`config.mk`:
```
export PLATFORM = sky130hd
export DESIGN_NAME = irq_controller_flat
export DESIGN_NICKNAME = d
export VERILOG_FILES = /design/src/rtl/irq_controller_if.sv /design/src/rtl/irq_controller.sv /design/src/flat_wrapper.sv
export SDC_FILE = /design/constraint.sdc
export NUM_CORES = 1
export LEC_CHECK = 0
export CORE_MARGIN = 2
export CORE_UTILIZATION = 43
export CTS_CLUSTER_DIAMETER = 200
export DETAILED_ROUTE_END_ITERATION = 16
export PLACE_DENSITY = 0.79
export SLEW_MARGIN = 0
export SYNTH_ARGS = -nofsm -noshare
export SYNTH_HDL_FRONTEND = slang
export SYNTH_SLANG_ARGS = --single-unit
```
`constraint.sdc`:
```
create_clock -name clk -period 1.8 [get_ports clk]
set_clock_uncertainty 0.2 [all_clocks]
set_input_delay 0.36 -clock clk [delete_from_list [all_inputs] [get_ports clk]]
set_output_delay 0.36 -clock clk [all_outputs]
set_load 0.02 [all_outputs]
```
`src/rtl/irq_controller_if.sv`:
```
// rtl/irq_controller_if.sv - interrupt source and CPU handshake bundle for irq_controller
interface irq_controller_if #(
    parameter int NUM_IRQ = 8,
    parameter int ID_W    = $clog2(NUM_IRQ)
);
    logic [NUM_IRQ-1:0] irq_in;
    logic [NUM_IRQ-1:0] irq_edge;
    logic [NUM_IRQ-1:0] irq_mask;
    logic               irq_req;
    logic [ID_W-1:0]    irq_id;
    logic               irq_ack;
    logic               irq_eoi;
    logic               in_service;
    logic [NUM_IRQ-1:0] pending;

    modport master (
        output irq_in, irq_edge, irq_mask, irq_ack, irq_eoi,
        input  irq_req, irq_id, in_service, pending
    );

    modport slave (
        input  irq_in, irq_edge, irq_mask, irq_ack, irq_eoi,
        output irq_req, irq_id, in_service, pending
    );
endinterface

```
`src/rtl/irq_controller.sv`:
```
// rtl/irq_controller.sv - priority interrupt controller with single-level request/ack/eoi handshake
module irq_controller #(
    parameter int NUM_IRQ = 8,
    parameter int ID_W    = $clog2(NUM_IRQ)
) (
    input  logic           clk,
    input  logic           reset,
    irq_controller_if.slave bus
);
    typedef enum logic [1:0] {
        ST_IDLE    = 2'd0,
        ST_REQ     = 2'd1,
        ST_SERVICE = 2'd2
    } state_t;

    state_t             state_q, state_d;
    logic [NUM_IRQ-1:0] irq_q;
    logic [NUM_IRQ-1:0] pending_q, pending_d;
    logic               irq_req_q, irq_req_d;
    logic [ID_W-1:0]    irq_id_q, irq_id_d;
    logic               in_service_q, in_service_d;

    logic [NUM_IRQ-1:0] rise;
    logic [NUM_IRQ-1:0] eligible;
    logic [ID_W-1:0]    sel;
    logic               ack_take;

    assign rise     = bus.irq_in & ~irq_q;
    assign eligible = pending_q & bus.irq_mask;
    assign ack_take = (state_q == ST_REQ) && bus.irq_ack;

    // Lowest-index eligible source wins; scan downwards so the last hit is the lowest.
    always_comb begin
        sel = '0;
        for (int i = NUM_IRQ - 1; i >= 0; i--) begin
            if (eligible[i]) sel = ID_W'(i);
        end
    end

    // Pending vector: edge sources latch rises until acked (a rise beats a same-cycle clear),
    // level sources simply follow the input.
    always_comb begin
        pending_d = '0;
        for (int i = 0; i < NUM_IRQ; i++) begin
            if (bus.irq_edge[i]) begin
                pending_d[i] = rise[i] |
                               (pending_q[i] & ~(ack_take && (irq_id_q == ID_W'(i))));
            end else begin
                pending_d[i] = bus.irq_in[i];
            end
        end
    end

    // Handshake FSM next-state and registered-output values.
    always_comb begin
        state_d      = state_q;
        irq_req_d    = irq_req_q;
        irq_id_d     = irq_id_q;
        in_service_d = in_service_q;
        case (state_q)
            ST_IDLE: begin
                if (|eligible) begin
                    irq_id_d  = sel;
                    irq_req_d = 1'b1;
                    state_d   = ST_REQ;
                end
            end
            ST_REQ: begin
                if (bus.irq_ack) begin
                    irq_req_d    = 1'b0;
                    in_service_d = 1'b1;
                    state_d      = ST_SERVICE;
                end else if (!eligible[irq_id_q]) begin
                    irq_req_d = 1'b0;
                    state_d   = ST_IDLE;
                end
            end
            ST_SERVICE: begin
                if (bus.irq_eoi) begin
                    in_service_d = 1'b0;
                    state_d      = ST_IDLE;
                end
            end
            default: begin
                irq_req_d    = 1'b0;
                in_service_d = 1'b0;
                state_d      = ST_IDLE;
            end
        endcase
    end

    // State and output registers; reset aborts any request or service in flight.
    always_ff @(posedge clk) begin
        if (reset) begin
            state_q      <= ST_IDLE;
            irq_q        <= '0;
            pending_q    <= '0;
            irq_req_q    <= 1'b0;
            irq_id_q     <= '0;
            in_service_q <= 1'b0;
        end else begin
            state_q      <= state_d;
            irq_q        <= bus.irq_in;
            pending_q    <= pending_d;
            irq_req_q    <= irq_req_d;
            irq_id_q     <= irq_id_d;
            in_service_q <= in_service_d;
        end
    end

    assign bus.irq_req    = irq_req_q;
    assign bus.irq_id     = irq_id_q;
    assign bus.in_service = in_service_q;
    assign bus.pending    = pending_q;
endmodule

```
`src/flat_wrapper.sv`:
```
// flat-port wrapper written by rule: the top's interface ports become plain ports
module irq_controller_flat 
#(
    parameter int NUM_IRQ = 8,
    parameter int ID_W    = $clog2(NUM_IRQ)
)
  (clk, reset, bus_irq_in, bus_irq_edge, bus_irq_mask, bus_irq_ack, bus_irq_eoi, bus_irq_req, bus_irq_id, bus_in_service, bus_pending);
  irq_controller_if #(.NUM_IRQ(NUM_IRQ), .ID_W(ID_W)) bus_i ();
  input  logic clk;
  input  logic reset;
  input wire logic [$bits(bus_i.irq_in)-1:0] bus_irq_in;
  input wire logic [$bits(bus_i.irq_edge)-1:0] bus_irq_edge;
  input wire logic [$bits(bus_i.irq_mask)-1:0] bus_irq_mask;
  input wire logic [$bits(bus_i.irq_ack)-1:0] bus_irq_ack;
  input wire logic [$bits(bus_i.irq_eoi)-1:0] bus_irq_eoi;
  output wire logic [$bits(bus_i.irq_req)-1:0] bus_irq_req;
  output wire logic [$bits(bus_i.irq_id)-1:0] bus_irq_id;
  output wire logic [$bits(bus_i.in_service)-1:0] bus_in_service;
  output wire logic [$bits(bus_i.pending)-1:0] bus_pending;
  assign bus_i.irq_in = bus_irq_in;
  assign bus_i.irq_edge = bus_irq_edge;
  assign bus_i.irq_mask = bus_irq_mask;
  assign bus_i.irq_ack = bus_irq_ack;
  assign bus_i.irq_eoi = bus_irq_eoi;
  assign bus_irq_req = bus_i.irq_req;
  assign bus_irq_id = bus_i.irq_id;
  assign bus_in_service = bus_i.in_service;
  assign bus_pending = bus_i.pending;
  irq_controller #(.NUM_IRQ(NUM_IRQ), .ID_W(ID_W)) u_core (.clk(clk), .reset(reset), .bus(bus_i));
endmodule
```
Word-level counts from Yosys, hierarchy flattened

Cells that the tools add are included.

Register bits after elaboration: 23
Input bits: 28
Output and inout bits: 13
Word-level logic and storage cells: 95

$lt $le $gt $ge: 1
Equal/unequal tests: 13
Muxes and demuxes: 30
Bitwise logic cells: 29
Reduce and logical (&&, ||, !) cells: 16

Operator list:

| kind               | count |
|---|---|
| $mux 3             | 8 |
| $and 8x8->8        | 2 |
| $mux 1             | 14 |
| $eq 3x3->1 const B | 4 |
| $not 1->1          | 10 |
| $logic_and 1x1->1  | 9 |
| $reduce_and 3->1   | 3 |
| $and 1x1->1        | 8 |
| $mux 2             | 4 |
| $not 8->8          | 1 |
| $or 1x1->1         | 8 |
| $reduce_or 8->1    | 1 |
| $eq 3x2->1 const B | 2 |
| $pmux 1 s3         | 2 |
| $pmux 2 s3         | 1 |
| $lt 3x4->1 const B | 1 |
| $ne 2x2->1 const B | 2 |
| $bmux 1 s3         | 1 |
| $eq 3x1->1 const B | 1 |
| $logic_not 3->1    | 1 |
| $ne 3x3->1 const B | 1 |
| $eq 2x1->1 const B | 1 |
| $eq 2x2->1 const B | 1 |
| $logic_not 2->1    | 1 |
| other kinds (2)    | 2 |

Depth between registers and ports, before layout

Gate-level depths: netlist (run 1).

Depth in word-level cells: 9
Depth in mapped cells: 5
Depth with buffers taken out: 4

Worst setup path before layout (run 1)

No wires, ideal clock.

Kind: register -> register
Start: register u_core.irq_id_q[1] (netlist: u_core.bus.irq_id[1])
End: register u_core.irq_req_q (netlist: u_core.bus.irq_req)
Setup time: 0.092 ns
Arrival time: 1.342 ns
Required time: 1.508 ns
Slack: 0.165 ns
Stages on the path, launching flop included: 5
Path buffers: 1
Clock period less this slack: 1.635 ns
Path through: dfxtp_1 > buf_6 > mux4_2 > a2bb2oi_1 > o32ai_1

Longest elaborated chain between the ends: 4

Ends and longest elaborated chain:

| item                              | line                  | text |
|---|---|---|
| start: declaration                | irq_controller.sv:20  | `logic [ID_W-1:0] irq_id_q, irq_id_d;` |
| start signal: assignment          | irq_controller.sv:106 | `irq_id_q <= irq_id_d;` |
| $bmux 1 s3                        | irq_controller.sv:73  | `end else if (!eligible[irq_id_q]) begin` |
| $mux 1 (not written as such)      | irq_controller.sv:73  |  |
| $ne 3x3->1 (no source line)       | -                     |  |
| $reduce_and 3->1 (no source line) | -                     |  |
| end signal: assignment            | irq_controller.sv:105 | `irq_req_q <= irq_req_d;` |
| end: declaration                  | irq_controller.sv:19  | `logic irq_req_q, irq_req_d;` |

Every way passes these cells. The select of a mux whose other input is x is not followed.
A chain may end at the register's enable or synchronous reset.

Worst setup path in the final report (run 1)

Start: register u_core.irq_id_q[2] (netlist: u_core.bus.irq_id[2])
End: output bus_irq_id[2]

RTL lines:

| item             | line               | text |
|---|---|---|
| end: declaration | flat_wrapper.sv:17 | `output wire logic [$bits(bus_i.irq_id)-1:0] bus_irq_id;` |

No word-level cell between the ends.

==> results of run 1 <==
==> final cells by class <==
type | instances | share of cell area
multi-input cells | 101 | 0.372
flip-flops and latches | 23 | 0.295
repair buffers | 49 | 0.290
well taps | 30 | 0.0241
clock buffers | 4 | 0.0169
inverters | 1 | 0.00241
==> state kept, by name, summed over array words and instances (netlist names) <==
register	cells
u_core.bus.in_service	1
u_core.bus.irq_id	3
u_core.bus.irq_req	1
u_core.bus.pending	8
u_core.irq_q	8
u_core.state_q	2
==> cell families after synthesis <==
family	count (synthesis)
flops	23
simple gates	71
mux	1
buf+inv	5
compound gates	29
==> worst max-delay path by stage <==
| stage | start | to | cells past startpoint |
|---|---|---|---|
| floorplan | u_core.bus.irq_id[1]$_SDFFE_PP0P_ | u_core.bus.irq_req$_SDFFE_PP0P_ | 4 |
| global placement | bus_irq_mask[7] | u_core.bus.irq_req$_SDFFE_PP0P_ | 5 |
| detailed placement | bus_irq_mask[7] | u_core.bus.irq_req$_SDFFE_PP0P_ | 5 |
| CTS | u_core.bus.irq_id[2]$_SDFFE_PP0P_ | bus_irq_id[2] | 1 |
| global route | bus_irq_mask[5] | u_core.bus.irq_req$_SDFFE_PP0P_ | 5 |
| finish | u_core.bus.irq_id[2]$_SDFFE_PP0P_ | bus_irq_id[2] | 1 |
==> metrics by stage <==
step	cells	setup slack, ns	hold slack [ns]	power [mW]
global placement	204	-0.127	0.247	0.958
detailed placement	204	-0.177	0.255	0.968
floorplan	129	0.165	0.238	0.789
global route	208	0.0694	0.320	1.23
CTS	208	0.125	0.287	1.18
finish	208	0.130	0.285	1.17
==> synthesized netlist by cell type, drive strengths merged <==
library cell | number | area [um^2]
a211oi | 1 | 7.51
a21o | 1 | 7.51
a21oi | 5 | 25.0
a221oi | 1 | 8.76
a22oi | 4 | 30.0
a2bb2oi | 1 | 8.76
a31oi | 1 | 6.26
a32o | 2 | 20.0
a41o | 1 | 10.0
a41oi | 1 | 8.76
and3b | 1 | 8.76
buf | 3 | 20.0
clkbuf | 1 | 3.75
dfxtp | 23 | 460
inv | 1 | 3.75
mux4 | 1 | 22.5
nand2 | 36 | 135
nand2b | 3 | 18.8
nand3b | 1 | 7.51
nand4 | 2 | 12.5
nand4b | 2 | 17.5
nand4bb | 1 | 11.3
nor2 | 12 | 45.0
nor2b | 8 | 50.1
nor3 | 2 | 10.0
nor4b | 1 | 8.76
o21ai | 1 | 5.00
o31ai | 9 | 67.6
o32ai | 1 | 8.76
or2 | 1 | 6.26
or4bb | 1 | 11.3
==> timing repair <==
item | 4_1_cts | 5_1_grt
hold buffers | 0 | 0
endpoints found under the setup margin | 13 | 0
resized for setup | 13 | 0
buffers inserted | 0 | 0
==> power by group through the flow <==
stage | combinational, mW | clock [mW] | sequential [mW]
2_1_floorplan | 0.151 | 0 | 0.638
3_3_place_gp | 0.349 | 0 | 0.608
3_5_place_dp | 0.357 | 0 | 0.612
4_1_cts | 0.337 | 0.243 | 0.599
5_1_grt | 0.367 | 0.259 | 0.607
6_report | 0.338 | 0.237 | 0.600
==> per-layer routing <==
layer | GRT usage | part of all wire | vias to the layer above
li1 | - | - | 567
met1 | 0.256 | 0.45 | 515
met2 | 0.358 | 0.48 | 38
met3 | 0.0278 | 0.055 | 5
met4 | 0.0897 | 0.016 | 0
met5 | 0 | 0 | -
==> results.cfg, run 1 <==
[pwr]
p_leak_nw = 0.635
power_frac_comb = 0.288
p_sw_mw = 0.360
max-vdd-ir-drop_uv = 537
p_clk_frac = 0.202
intPower_mw = 0.815
seqPwrFrac = 0.511
swShare = 0.306
p_per_area_nw_per_um2 = 753

[clocking]
numCtsBuffers = 3
cts_root_buf = clkbuf_4
clk_pin_slew_ns = 0.12
cts_buffer_depth = 2
cts_tree = done
cts.sinks = 23
clk_latency_ns = 0.31
h-tree-depth = 1

[worst_setup_path]
cp.arrival_ns = 1.11
reg2reg_from = u_core.state_q[0]$_SDFFE_PP0P_
slowest_delay_ns = 0.44
worstRegToRegCells = 3
cp_top_family = flip-flops
endpoint_kind = output pin
r2r_slack_ns = 0.25
startpoint_type = register
path_max_fanout = 6
cp_num_buf_inv = 1
rr_endpoint = u_core.bus.irq_req$_SDFFE_PP0P_
crit_path_top_delay_cell = dfxtp_1
cp_cell_sequence = dlygate4sd2_1
required_ns = 1.24
path_class = reg -> out

[timing]
hold_violations = 0
setup_viol = 0
tightestPinTransition_ns = 0.374
slew_violations = 0
fin_crit_ns = 1.67
finalCritPeriodShare = 0.928
relSlewSlack = 0.750
tns_ns = 0
grt_setup_unrepaired = no
timing.fmax_mhz = 599

[placed_design]
routabilityCongestion = 0.860
place_area_um2 = 1550
dp_hpwl_mm = 2.19
port_buffers = 40

[finish]
mostFrequentLayoutCells = 36 x nand2_1, 27 x clkdlybuf4s50_1, 23 x dfxtp_1
fin_util = 0.647
multi_input_area_um2 = 579
drive_gt1_frac = 0.0787
areaGrowthSynthToFinish_pct = 46.1
post-route-cell-area_um2 = 1560
layout.nets = 207
final_common_cell = nand2_1
n_fill_cell = 222
antenna_cells = 0
seqCellArea_um2 = 460

[die]
die_y_um = 53.8
floorplan.initialDensity = 0.443
dieArea_um2 = 2900
rows = 18
die_w_um = 53.8
ioPinCount = 41
coreArea_um2 = 2410

[run]
cap_violations = 0

[logic_synthesis]
seq_area_frac_synth = 0.431
synthAdderAreaFrac = 0
synth.area.mux_share = 0.0211
synth_compound_area_frac = 0.200
synth_nets = 157
synth_area_per_cell_um2 = 8.27
synth.ff_latch_count = 23
yosys_warnings = 0
synth_top_family_by_area = simple AND/OR/NAND/NOR gates
synth_cell_types = 33
syn_inst = 129
synth-xor-area-share = 0
synth_simple_gate_area_frac = 0.321
syn_area_um2 = 1070

[global_routing]
grt_overflow_total = 0
grt_pass1_vias = 984
antenna_found_initial = 0
grt_max_degree = 14
grt_pass1_wl_mm = 4.30
grt_util_all_layers = 0.207

[routing]
route.detailed.drc = 0
first_pass_iters = 4
drt-wirelength-per-cell_um = 13.2
finalWirelength_mm = 2.74
post_drt_via_cell_ratio = 5.41
first_iter_violations = 29
ant_nets = 0
via_count = 1125

[outcome]
status = complete, no violations

[worst_hold_path]
holdPathEnd = u_core.bus.pending[2]$_SDFF_PP0_
min_from = u_core.irq_q[2]$_SDFF_PP0_
hold_path_depth = 3
min_path_type = reg -> reg
No activity file was read; power rests on OpenSTA's default activity.
==> run 2: changes to the inputs <==
--- a/config.mk
+++ b/config.mk
@@ -9,6 +9,7 @@
 export CORE_UTILIZATION = 43
 export CTS_CLUSTER_DIAMETER = 200
 export DETAILED_ROUTE_END_ITERATION = 16
+export GPL_TIMING_DRIVEN = 1
 export PLACE_DENSITY = 0.79
 export SLEW_MARGIN = 0
 export SYNTH_ARGS = -nofsm -noshare
==> results of run 2 <==
Final layout, timing and power as in run 1 (identical DEF).
